File: config.mk
export PLATFORM = sky130hd
export DESIGN_NAME = mux1hot_rr_arbiter_flat
export DESIGN_NICKNAME = d
export VERILOG_FILES = /design/src/rtl/mux1hot_rr_arbiter_pkg.sv /design/src/rtl/mux1hot_rr_arbiter_if.sv /design/src/rtl/mux1hot_rr_arbiter_mux.sv /design/src/rtl/mux1hot_rr_arbiter_rr_pick8.sv /design/src/rtl/mux1hot_rr_arbiter.sv /design/src/flat_wrapper.sv
export SDC_FILE = /design/constraint.sdc
export NUM_CORES = 1
export LEC_CHECK = 0
export BUFFER_PORTS_ARGS = -buffer_cell sky130_fd_sc_hd__buf_2
export CORE_ASPECT_RATIO = 1.25
export CORE_MARGIN = 1
export CORE_UTILIZATION = 45
export DETAILED_ROUTE_END_ITERATION = 12
export GPL_TIMING_DRIVEN = 0
export HOLD_SLACK_MARGIN = 0.12
export PLACE_DENSITY = 0.75
export SLEW_MARGIN = 20
export SYNTH_ARGS = -nofsm -noshare
export SYNTH_HDL_FRONTEND = slang
export SYNTH_SLANG_ARGS = --single-unit
File: constraint.sdc
create_clock -name clk -period 5.1 [get_ports clk]
set_input_delay 0.765 -clock clk [delete_from_list [all_inputs] [get_ports clk]]
set_output_delay 0.765 -clock clk [all_outputs]
set_load 0.05 [all_outputs]
File: src/rtl/mux1hot_rr_arbiter_pkg.sv
// Shared constants, state type and rotate-pick helpers for the
// round-robin one-hot mux arbiter.
package mux1hot_pkg;

    localparam int N_REQ = 8;
    localparam int PTR_W = 3;

    typedef enum logic {
        IDLE  = 1'b0,
        GRANT = 1'b1
    } arb_state_t;

    // First set bit scanning ptr, ptr+1, ... with 3-bit wrap.
    function automatic logic [N_REQ-1:0] rr_pick(input logic [N_REQ-1:0] req,
                                                 input logic [PTR_W-1:0] ptr);
        logic [N_REQ-1:0] res;
        logic [PTR_W-1:0] idx;
        logic             found;
        res   = '0;
        found = 1'b0;
        for (int k = 0; k < N_REQ; k++) begin
            idx = ptr + PTR_W'(k);
            if (!found && req[idx]) begin
                res[idx] = 1'b1;
                found    = 1'b1;
            end
        end
        return res;
    endfunction

    function automatic logic [PTR_W-1:0] onehot_idx(input logic [N_REQ-1:0] oh);
        logic [PTR_W-1:0] idx;
        idx = '0;
        for (int k = 0; k < N_REQ; k++) begin
            if (oh[k]) idx = idx | PTR_W'(k);
        end
        return idx;
    endfunction

endpackage

File: src/rtl/mux1hot_rr_arbiter_if.sv
// Requester/consumer bundle of the arbiter; slave is the arbiter side,
// master is the environment driving requests and consuming beats.
interface mux1hot_rr_arbiter_if
    import mux1hot_pkg::*;
#(
    parameter int W = 8
);
    logic [N_REQ-1:0]   req;
    logic [N_REQ-1:0]   last;
    logic [N_REQ*W-1:0] in_data;
    logic [W-1:0]       dflt;
    logic               out_ready;
    logic [W-1:0]       out;
    logic               out_valid;
    logic               out_last;
    logic [N_REQ-1:0]   gnt;
    logic [N_REQ-1:0]   ack;
    logic               timeout;

    modport master (
        output req, last, in_data, dflt, out_ready,
        input  out, out_valid, out_last, gnt, ack, timeout
    );

    modport slave (
        input  req, last, in_data, dflt, out_ready,
        output out, out_valid, out_last, gnt, ack, timeout
    );
endinterface

File: src/rtl/mux1hot_rr_arbiter_mux.sv
// 8-way one-hot mux; an all-zero select routes dflt to the output.
module onehot_mux8
    import mux1hot_pkg::*;
#(
    parameter int W = 8
)(
    input  logic [N_REQ-1:0]   sel,
    input  logic [N_REQ*W-1:0] in_data,
    input  logic [W-1:0]       dflt,
    output logic [W-1:0]       out
);
    always_comb begin
        out = '0;
        for (int i = 0; i < N_REQ; i++) begin
            if (sel[i]) out = out | in_data[i*W +: W];
        end
        if (sel == '0) out = dflt;
    end
endmodule

File: src/rtl/mux1hot_rr_arbiter_rr_pick8.sv
// Combinational round-robin picker: one-hot of the first request at or
// after ptr, plus an any-request flag.
module rr_pick8
    import mux1hot_pkg::*;
(
    input  logic [N_REQ-1:0] req,
    input  logic [PTR_W-1:0] ptr,
    output logic [N_REQ-1:0] onehot,
    output logic             any
);
    assign onehot = rr_pick(req, ptr);
    assign any    = |req;
endmodule

File: src/rtl/mux1hot_rr_arbiter.sv
// Round-robin owner of a shared one-hot mux: registered grant held for a
// multi-beat transfer, released on last beat, abandonment or hold timeout.
module mux1hot_rr_arbiter
    import mux1hot_pkg::*;
#(
    parameter int W        = 8,
    parameter int MAX_HOLD = 16
)(
    input  logic                 clk,
    input  logic                 rst_n,
    mux1hot_rr_arbiter_if.slave  bus
);
    localparam int               HOLD_W    = $clog2(MAX_HOLD);
    localparam logic [HOLD_W-1:0] HOLD_LAST = HOLD_W'(MAX_HOLD - 1);

    arb_state_t        state_q, state_d;
    logic [N_REQ-1:0]  gnt_q, gnt_d;
    logic [PTR_W-1:0]  ptr_q, ptr_d;
    logic [HOLD_W-1:0] hold_q, hold_d;

    logic [PTR_W-1:0]  owner;
    logic              own_req, own_last;
    logic              valid, xfer, hold_expired, release_now;
    logic [N_REQ-1:0]  pick_req, pick_oh;
    logic [PTR_W-1:0]  pick_ptr;
    logic              pick_any;

    assign owner    = onehot_idx(gnt_q);
    assign own_req  = |(bus.req & gnt_q);
    assign own_last = |(bus.last & gnt_q);

    // One picker serves both IDLE arbitration and hand-over on release;
    // during GRANT the owner is masked so it cannot be regranted directly.
    assign pick_req = (state_q == GRANT) ? (bus.req & ~gnt_q) : bus.req;
    assign pick_ptr = (state_q == GRANT) ? (owner + PTR_W'(1)) : ptr_q;

    rr_pick8 u_pick (
        .req    (pick_req),
        .ptr    (pick_ptr),
        .onehot (pick_oh),
        .any    (pick_any)
    );

    onehot_mux8 #(.W(W)) u_mux (
        .sel     (gnt_q),
        .in_data (bus.in_data),
        .dflt    (bus.dflt),
        .out     (bus.out)
    );

    always_ff @(posedge clk or negedge rst_n) begin
        if (!rst_n) begin
            state_q <= IDLE;
            gnt_q   <= '0;
            ptr_q   <= '0;
            hold_q  <= '0;
        end else begin
            state_q <= state_d;
            gnt_q   <= gnt_d;
            ptr_q   <= ptr_d;
            hold_q  <= hold_d;
        end
    end

    always_comb begin
        state_d = state_q;
        gnt_d   = gnt_q;
        ptr_d   = ptr_q;
        hold_d  = hold_q;
        case (state_q)
            IDLE: begin
                if (pick_any) begin
                    state_d = GRANT;
                    gnt_d   = pick_oh;
                    hold_d  = '0;
                end
            end
            GRANT: begin
                if (release_now) begin
                    ptr_d  = owner + PTR_W'(1);
                    hold_d = '0;
                    if (pick_any) begin
                        gnt_d = pick_oh;
                    end else begin
                        state_d = IDLE;
                        gnt_d   = '0;
                    end
                end else if (xfer) begin
                    hold_d = '0;
                end else if (hold_q != HOLD_LAST) begin
                    hold_d = hold_q + HOLD_W'(1);
                end
            end
            default: begin
                state_d = IDLE;
                gnt_d   = '0;
            end
        endcase
    end

    always_comb begin
        valid        = 1'b0;
        hold_expired = 1'b0;
        release_now  = 1'b0;
        if (state_q == GRANT) valid = own_req;
        xfer = valid & bus.out_ready;
        if (state_q == GRANT) begin
            hold_expired = (hold_q == HOLD_LAST) && !xfer;
            release_now  = (xfer && own_last) || !own_req || hold_expired;
        end
    end

    assign bus.gnt       = gnt_q;
    assign bus.out_valid = valid;
    assign bus.out_last  = valid & own_last;
    assign bus.ack       = gnt_q & {N_REQ{xfer}};
    assign bus.timeout   = hold_expired;

endmodule

File: src/flat_wrapper.sv
// flat-port wrapper written by rule: the top's interface ports become plain ports
module mux1hot_rr_arbiter_flat import mux1hot_pkg::*;
#(
    parameter int W        = 8,
    parameter int MAX_HOLD = 16
)
  (clk, rst_n, bus_req, bus_last, bus_in_data, bus_dflt, bus_out_ready, bus_out, bus_out_valid, bus_out_last, bus_gnt, bus_ack, bus_timeout);
  mux1hot_rr_arbiter_if #(.W(W)) bus_i ();
  input  logic clk;
  input  logic rst_n;
  input wire logic [$bits(bus_i.req)-1:0] bus_req;
  input wire logic [$bits(bus_i.last)-1:0] bus_last;
  input wire logic [$bits(bus_i.in_data)-1:0] bus_in_data;
  input wire logic [$bits(bus_i.dflt)-1:0] bus_dflt;
  input wire logic [$bits(bus_i.out_ready)-1:0] bus_out_ready;
  output wire logic [$bits(bus_i.out)-1:0] bus_out;
  output wire logic [$bits(bus_i.out_valid)-1:0] bus_out_valid;
  output wire logic [$bits(bus_i.out_last)-1:0] bus_out_last;
  output wire logic [$bits(bus_i.gnt)-1:0] bus_gnt;
  output wire logic [$bits(bus_i.ack)-1:0] bus_ack;
  output wire logic [$bits(bus_i.timeout)-1:0] bus_timeout;
  assign bus_i.req = bus_req;
  assign bus_i.last = bus_last;
  assign bus_i.in_data = bus_in_data;
  assign bus_i.dflt = bus_dflt;
  assign bus_i.out_ready = bus_out_ready;
  assign bus_out = bus_i.out;
  assign bus_out_valid = bus_i.out_valid;
  assign bus_out_last = bus_i.out_last;
  assign bus_gnt = bus_i.gnt;
  assign bus_ack = bus_i.ack;
  assign bus_timeout = bus_i.timeout;
  mux1hot_rr_arbiter #(.W(W), .MAX_HOLD(MAX_HOLD)) u_core (.clk(clk), .rst_n(rst_n), .bus(bus_i));
endmodule
==> results by group, run 1 <==
Status
  – Outcome: complete, no violations

Worst hold path
  – Tightest Hold Check Type: in2async

Synth
  – Register area share after synthesis: 13.4%
  – Dominant cell by count in the synthesized netlist: nand2_1
  – Synthesized area per cell: 7.72 um2
  – Number of flops mapped to enable cells by yosys: 0
  – Yosys warnings: 0
  – Post-synth top flop: dfrtp_1
  – Syn_nets: 485
  – Share of the synthesized area in the top cell type: 13.4%
  – Largest area contributor in the netlist: dfrtp_1
  – Most frequent cells after synthesis: 35 x nand2_1, 27 x nor2_1, 24 x clkbuf_1
  – Synth top area cells: dfrtp_1 13%, mux2i_1 6.4%, a221oi_1 5.6%, mux2_2 5.3%, a22o_1 4.7%
  – Yosys cell types: 60
  – Mapped Area: slightly below 0.003 mm2
  – Syn Inst Count: ~390
  – #FFs+latches synth: 16
  – Post-synthesis async set-or-reset flop share: 100%

STA
  – Final setup vio count: 0
  – Clock Skew: about 0.0046 ns
  – Slew HR: 47.8%
  – Fin crit share: between 90% and 100%
  – Final hold viol count: 0
  – Top achievable clock speed: between 200 and 250 MHz
  – Post-route worst setup slack: ~0.27 ns
  – Final-report max-slew violation count: 0
  – Unrepaired setup endpoints after global routing: false
  – Post-route minimum period: roughly 4.8 ns
  – Slew of the pin with the lowest slew margin: between 0.7 and 0.8 ns

Placed design
  – Placed Area: 0.00367 mm2
  – DP Cell Count: around 590
  – Placer Congestion: 0.977
  – Dpl ws: -0.680 ns
  – HPWL after DPL: between 10000 and 15000 um
  – # port buffers: 117

Final layout
  – Fin cells: about 600
  – NumNets Final: a little over 600
  – Fillers: between 600 and 700
  – Post-route cell area: 0.00379 mm2
  – Share of layout cells above drive strength 1: 33.4%
  – Synthesis-to-finish area growth: 27.2%

Critical path
  – Setup Crit Path Kind: reg2reg
  – Arrival @ worst endpoint: 4.99 ns
  – Worst-path cell chain: clkbuf_1 > clkbuf_4 > or4_1 > ha_1 > mux2i_2 > buf_4 > inv_1 > ha_1 > buf_1 > and2_1 > a2111oi_4 > mux2_2 > or3b_4 > mux2i_1 > nand3_1 > a32oi_1
  – R2r endpoint: u_core.bus.gnt[0]
  – Delay of the slowest critical-path stage: 0.42 ns
  – Crit path capture type: flip-flop
  – Most used cell, CP: ha_1
  – Flop2flop setup slack: between 0.2 and 0.3 ns
  – Critical path fanouts, max: 12
  – Slowest CP cell: or4_1
  – CP Launch Type: flip-flop
  – Worst r2r src: u_core.bus.gnt[3]
  – R2R depth: 16
  – Critical path data required time: between 5 and 6 ns

CTS
  – TritonCTS Sinks: 16
  – H-Tree Depth: 1
  – Root Buffer: clkbuf_8
  – CTS Buffer Depth: 2
  – CTS Hold Buffers Added: 0
  – CTS Buf Count: 3
  – Clock slew at reported path FFs: about 0.06 ns
  – CTS tree: yes
  – Clock latency on the worst-skew pair: between 0.2 and 0.3 ns

Die
  – CORE AREA: 0.00629 mm2
  – IO Pins: roughly 120
  – Die Span Y: 93.0 um
  – Site Rows: 32
  – Die width: 74.8 um
  – Die area: 0.00695 mm2
  – Initial core utilization: 47.4%

Global routing
  – First-pass GRT wire length: roughly 19000 um
  – Total grt overflow: 0
  – Largest net degree at the start of global routing: 17
  – Number of global-route vias before repair: roughly 3700
  – GR Util All Layers: between 30% and 40%
  – Grt peak-use layer: met2
  – Met3 Usage GRT: 10.7%
  – Met1 usage: 40.7%
  – Met2 GRT Util: 61.2%
  – Initial antenna violation count: 5

Detailed routing
  – Vias: 3920
  – # DRC: 0
  – Iter 0 DRT Violations: 360
  – Vias per cell: about 6.6
  – Post-route antenna net violation count: 0
  – Detailed Route WL: approximately 13000 um
  – Routed length per instance: 21.2 um
  – 1st-pass router iterations: 7

Flow run
  – MaxCap Viol Count: 0
## per-stage QoR
stage                     util [%]  hold WS, ns  setup TNS [ns]
after global routing          60.3        0.447               0
after global placement        58.4        0.467           -4.40
after detailed placement      58.4        0.473           -4.78
after CTS                     59.7        0.431               0
final                         60.3        0.419               0
after floorplan                  -        0.446               0
## worst max-delay path, delay by kind of cell (launching register included)
family                   cells  cell delay (ns)
AND/OR/NAND/NOR              4             1.23
buffers and inverters        5             1.15
multiplexers                 3             0.80
AO/OA/AOI/OAI                2             0.64
adder cells (fa/ha/maj)      2             0.51
flip-flops                   1             0.40
## cells by family after synthesis
| logic type | count (synthesis) | share of synthesized area [%] |
|---|---|---|
| AND/OR/NAND/NOR | 135 | 24.7 |
| adder cells (fa/ha/maj) | 8 | 3.36 |
| flip-flops | 16 | 13.4 |
| AO/OA/AOI/OAI | 145 | 37.9 |
| XOR/XNOR | 1 | 0.294 |
| multiplexers | 37 | 14.4 |
| buffers and inverters | 44 | 5.88 |
## how the worst max path moves through the flow
stage / slack [ns] / from / to
floorplan: 0.12 / u_core.bus.gnt[7] / u_core.bus.gnt[3]
global placement: -0.65 / u_core.bus.gnt[3] / u_core.bus.gnt[4]
detailed placement: -0.68 / u_core.bus.gnt[3] / u_core.bus.gnt[3]
CTS: 0.02 / u_core.bus.gnt[7] / u_core.bus.gnt[3]
global route: 0.05 / u_core.bus.gnt[7] / u_core.bus.gnt[2]
finish: 0.27 / u_core.bus.gnt[3] / u_core.bus.gnt[0]
## state kept, by name, indices dropped and copies added (netlist names)
register	flops
u_core.bus.gnt	8
u_core.state_q	1
u_core.hold_q	4
u_core.ptr_q	3
## area by class of cell
| class | instances | area [um2] | area share (%) |
|---|---|---|---|
| sequential | 16 | 400 | 10.6 |
| timing repair buffer | 120 | 608 | 16.0 |
| antenna | 3 | 7.51 | 0.198 |
| tap | 85 | 106 | 2.80 |
| inverter | 13 | 51.3 | 1.35 |
| multi-input combinational | 326 | 2430 | 64.2 |
| buffer | 30 | 129 | 3.40 |
| clock buffer | 4 | 55.1 | 1.45 |
## layer usage
metal,wire length [um],vias up
met1,4820,1853
met5,25,-
li1,-,1785
met4,529,4
met2,6020,234
met3,1240,44
## placed cells by master, fill, tap and decap left out, types with 7 or more instances in the layout
cell type	instances
buf_2	120
nand2_1	35
nor2_1	27
clkbuf_1	21
a221oi_1	19
nor2b_1	17
mux2i_1	17
a22o_1	16
dfrtp_1	16
mux2_2	14
o21ai_0	14
inv_1	11
and3_1	11
a31oi_1	11
a21oi_1	11
a211oi_1	11
nand3_1	10
o22ai_1	10
a22oi_1	9
ha_1	7
## timing repair
item,CTS,global route
hold endpoints to repair,0,0
cloned,0,0
endpoints found under the setup margin,8,8
pin swaps,2,2
setup buffers,2,1
resized for setup,6,5
Power of run 1 is left out: the tool's default activity adds up to more than one toggle a clock period on the data nets, which glitch-free logic cannot reach.
==> inputs of run 2 (changes only) <==
PLACE_DENSITY = 0.78   (was 0.75)
clock period = 4.3 ns   (was 5.1 ns; I/O delays follow)
==> results by group, run 2 (synthesized netlist as in run 1, its figures left out) <==
Die
  – Die Span Y: 93.0 um
  – Initial core utilization: 47.4%
  – Site Rows: 32
  – CORE AREA: 0.00629 mm2
  – Die area: 0.00695 mm2
  – IO Pins: 118
  – Die width: 74.8 um

Status
  – Outcome: complete, no violations

STA
  – Final-report max-slew violation count: 0
  – Slew of the pin with the lowest slew margin: 0.954 ns
  – Clock Skew: 0.00131 ns
  – Slew HR: a little over a third
  – Final setup vio count: 0
  – Setup TNS Final: 0 ns
  – Hold_ws: approximately 0.29 ns
  – Top achievable clock speed: about 240 MHz
  – Post-route minimum period: 4.22 ns
  – Fin crit share: 98.2%
  – Final hold viol count: 0

Final layout
  – Most frequent cells in the layout: 120 x buf_2, 35 x nand2_1, 27 x nor2_1, 18 x a221oi_1, 17 x nor2b_1
  – NumNets Final: 619
  – Commonest non-fill, non-tap cell in the layout: buf_2
  – Synthesis-to-finish area growth: 37.5%
  – Fillers: 551
  – Largest register FFs: 8
  – Share of layout cells above drive strength 1: between 30% and 40%
  – Post-route cell area: slightly above 0.004 mm2

CTS
  – CTS Hold Buffers Added: 0
  – TritonCTS Sinks: 16
  – Clock latency on the worst-skew pair: 0.24 ns
  – CTS Buf Count: 3
  – H-Tree Depth: 1
  – Clock slew at reported path FFs: 0.06 ns
  – CTS Buffer Depth: 2
  – CTS tree: yes
  – Root Buffer: clkbuf_8

Critical path
  – R2r endpoint: u_core.bus.gnt[0]
  – Worst r2r src: u_core.bus.gnt[1]
  – Critical path data required time: 4.43 ns
  – R2R depth: 17
  – CP Launch Type: flip-flop
  – Critical path fanouts, max: 10
  – Crit path capture type: flip-flop
  – Flop2flop setup slack: 0.08 ns
  – Arrival @ worst endpoint: roughly 4.4 ns
  – Setup Crit Path Kind: reg2reg

Detailed routing
  – Detailed Route WL: 12300 um
  – Iter 0 DRT Violations: 449
  – # DRC: 0
  – 1st-pass router iterations: 5
  – Vias per cell: 6.46
  – Routed length per instance: a little over 20 um
  – Vias: 3908
  – Post-route antenna net violation count: 0

Global routing
  – Initial antenna violation count: 1
  – Number of global-route vias before repair: 3594
  – GR Util All Layers: 34.0%
  – Total grt overflow: 0
  – First-pass GRT wire length: 18000 um
  – Largest net degree at the start of global routing: 17

Placed design
  – HPWL after DPL: roughly 9400 um
  – # port buffers: about 120
  – Placer Congestion: ~1.1
  – Placed Area: roughly 0.0037 mm2

Flow run
  – MaxCap Viol Count: 0

Worst hold path
  – Tightest Hold Check Type: in2async
## run 2: cell types whose count changed in the layout (fill, tap and decap cells not counted), sizes merged
| cell | delta |
|---|---|
| clkbuf | -2 |
| buf | +12 |
| diode | -2 |
## run 2: metal layers
layer	wire, um	track usage, %
met3	979	6.36
met4	493	17.6
met2	5950	57.1
met1	4840	40.2
met5	0	0
## run 2: worst max-delay path, cell delays in order, from the launching register on
cell       delay (ns)
dfrtp_2          0.36
clkbuf_1         0.37
nor4_4           0.11
buf_4            0.17
mux2i_4          0.38
buf_2            0.36
ha_4             0.27
clkbuf_16        0.15
mux2i_2          0.24
a21oi_4          0.06
mux2i_4          0.26
mux2_4           0.22
a22oi_4          0.08
buf_12           0.18
buf_4            0.14
nor3_4           0.36
a221oi_2         0.11
a32oi_1          0.29
## run 2: cell type report
class	count	area, um2	share of cell area [%]
buffer	28	155	3.79
sequential	16	407	9.92
multi-input combinational	326	2590	63.3
antenna	1	2.50	0.0611
inverter	13	51.3	1.25
clock buffer	4	55.1	1.34
tap	85	106	2.59
timing repair buffer	132	728	17.8
## run 2: worst max path at each step
stage | cells past startpoint | start | to
after floorplan | 16 | u_core.bus.gnt[7] | u_core.bus.gnt[3]
after global placement | 16 | u_core.bus.gnt[1] | u_core.bus.gnt[4]
after detailed placement | 16 | u_core.bus.gnt[1] | u_core.bus.gnt[4]
after CTS | 17 | u_core.bus.gnt[7] | u_core.bus.gnt[3]
after global routing | 17 | u_core.bus.gnt[1] | u_core.bus.gnt[0]
final | 17 | u_core.bus.gnt[1] | u_core.bus.gnt[0]
## run 2: what timing repair did
item	4_1_cts	5_1_grt
gates cloned	0	1
gates resized for setup	19	23
buffers inserted	7	7
endpoints found under the setup margin	8	8
pin swaps	6	9
## run 2: stage by stage
stage	utilization (%)	std cells	setup WS [ns]
floorplan	-	386	0.0141
global placement	59.2	588	-0.702
detailed placement	59.2	588	-0.758
CTS	62.5	598	0.0330
global route	65.2	605	-0.0495
finish	65.2	605	0.0785
Power of run 2 is left out for the same reason.
==> inputs of run 3 (changes only) <==
PLACE_DENSITY = 0.75   (was 0.78)
clock period = 5.45 ns   (was 4.3 ns; I/O delays follow)
==> results by group, run 3 (synthesized netlist as in run 1, its figures left out) <==
CTS
  – H-Tree Depth: 1
  – CTS Buffer Depth: 2
  – Root Buffer: clkbuf_8
  – CTS tree: yes
  – CTS Buf Count: 3
  – CTS Hold Buffers Added: 0
  – Clock latency on the worst-skew pair: roughly 0.25 ns
  – Clock slew at reported path FFs: roughly 0.060 ns
  – TritonCTS Sinks: 16

Critical path
  – Setup Crit Path Kind: reg2reg
  – CP Launch Type: flip-flop
  – Critical path fanouts, max: 12
  – Worst-path cell chain: clkbuf_1 > or4_1 > ha_1 > mux2i_2 > clkbuf_4 > inv_1 > ha_1 > buf_1 > and3_1 > a2111oi_4 > mux2_2 > o211ai_1 > o2bb2ai_1 > a311oi_1 > o211ai_1
  – Crit path capture type: flip-flop
  – Critical path's top delay family: compound AO/OA/AOI/OAI gates
  – Arrival @ worst endpoint: 5.31 ns
  – WP buf/inv: 4
  – Delay of the slowest critical-path stage: between 0.5 and 0.6 ns
  – Slowest CP cell: or4_1
  – Critical path data required time: 5.56 ns

Global routing
  – Total grt overflow: 0
  – First-pass GRT wire length: approximately 19000 um
  – Number of global-route vias before repair: 3708
  – Largest net degree at the start of global routing: 17
  – GR Util All Layers: between 30% and 40%
  – Initial antenna violation count: 5

Placed design
  – Placer Congestion: ~1
  – HPWL after DPL: 10100 um
  – # port buffers: 117

Die
  – Die area: 0.00695 mm2
  – IO Pins: 118
  – Site Rows: 32
  – Initial core utilization: 47.4%
  – Die width: 74.8 um
  – CORE AREA: 0.00629 mm2
  – Die Span Y: ~93 um

STA
  – Final-report max-slew violation count: 0
  – Final setup vio count: 0
  – Top achievable clock speed: 192 MHz
  – Hold_ws: 0.477 ns
  – Unrepaired setup endpoints after global routing: false
  – Slew of the pin with the lowest slew margin: 0.780 ns
  – Clock Skew: about 0.0041 ns
  – Slew HR: 47.7%
  – Final hold viol count: 0
  – Fin crit share: 95.4%
  – Setup TNS Final: 0 ns
  – Post-route minimum period: between 5 and 6 ns

Detailed routing
  – Post-route antenna net violation count: 0
  – 1st-pass router iterations: 6
  – Detailed Route WL: 12500 um
  – Vias: ~3900
  – Routed length per instance: 21.0 um
  – # DRC: 0
  – Iter 0 DRT Violations: 301
  – Vias per cell: about 6.5

Final layout
  – Commonest non-fill, non-tap cell in the layout: buf_2
  – Share of layout cells above drive strength 1: 32.7%
  – NumNets Final: ~610
  – Most frequent cells in the layout: 120 x buf_2, 35 x nand2_1, 27 x nor2_1, 22 x clkbuf_1, 19 x a221oi_1
  – Multi-input combinational cell area: 0.00241 mm2
  – Largest register FFs: 8
  – Fillers: 655
  – Sequential cell area: 400 um2
  – Synthesis-to-finish area growth: 26.1%

Flow run
  – MaxCap Viol Count: 0

Power
  – Total Power: roughly 3.2 mW
  – Pwr/cell area: 845 mW/mm2
  – Static Leak: roughly 1.7 nW
  – Worst vdd ir: 0.736 mV

Worst hold path
  – Tightest Hold Check Type: in2async

Status
  – Outcome: complete, no violations
==> run 3: cell types whose count changed in the layout (fill, tap and decap cells not counted), moves of 3 or more <==
cell | before | now
buf_6 | 3 | 0
a21oi_4 | 3 | 0
mux2i_1 | 15 | 18
clkbuf_1 | 16 | 22
buf_4 | 13 | 3
a21oi_1 | 8 | 12
mux2i_4 | 4 | 0
dfrtp_1 | 11 | 16
dfrtp_2 | 5 | 0
==> run 3: worst register-to-register path: cells and delay by family (launching register included) <==
| kind | cells | cell delay [ns] |
|---|---|---|
| fa+ha+maj | 2 | 0.51 |
| buf+inv | 4 | 0.94 |
| simple gates | 2 | 0.81 |
| mux | 2 | 0.69 |
| flops | 1 | 0.53 |
| compound gates | 5 | 1.59 |
==> run 3: area by class of cell <==
cell class / count / share of cell area (%)
antenna: 3 / 0.200
buffer: 30 / 3.33
clock buffer: 4 / 1.47
inverter: 13 / 1.37
multi-input combinational: 326 / 64.2
sequential: 16 / 10.7
tap: 85 / 2.83
timing repair buffer: 119 / 16.0
==> run 3: repair_timing <==
item / 4_1_cts / 5_1_grt
gates resized for setup: 1 / 5
setup endpoints to repair: 8 / 8
pin swaps: 0 / 1
buffers inserted: 0 / 2
==> run 3: through the flow <==
step	worst slack [ns]	utilization (%)	cells	cell area, um2
after CTS	0.0760	59.3	591	3720
after global placement	-0.298	58.4	588	3670
final	0.250	59.8	596	3760
after floorplan	0.466	-	386	2980
after global routing	0.0479	59.7	594	3750
after detailed placement	-0.330	58.4	588	3670
==> run 3: where the power goes <==
group	switching (mW)	leakage (nW)	total [mW]	internal (mW)
logic	1.88	1.46	2.88	0.995
registers	0.0421	0.207	0.196	0.154
clock network	0.0395	0.0288	0.103	0.0640
==> run 3: per-layer routing <==
layer  wire (um)  GRT usage [%]  up-vias
li1            -              -     1781
met1        4770           40.3     1829
met2        5910           60.8      231
met3        1250           10.7       46
met4         580           19.5        4
met5          28              0        -
==> run 3: path summary, 6_finish.rpt <==
path / slack, ns / cells past startpoint / start / end
max: 0.25 / 15 / u_core.bus.gnt[6] / u_core.bus.gnt[4]
min: 0.48 / 1 / rst_n / u_core.bus.gnt[5]
max reg2reg: 0.25 / 15 / u_core.bus.gnt[6] / u_core.bus.gnt[4]
min reg2reg: 0.48 / 1 / u_core.hold_q[3] / u_core.hold_q[3]
max in group asynchronous: 4.71 / 1 / rst_n / u_core.bus.gnt[1]
min in group clk: 0.48 / 1 / u_core.hold_q[3] / u_core.hold_q[3]
(Power assumes the default switching activity.)
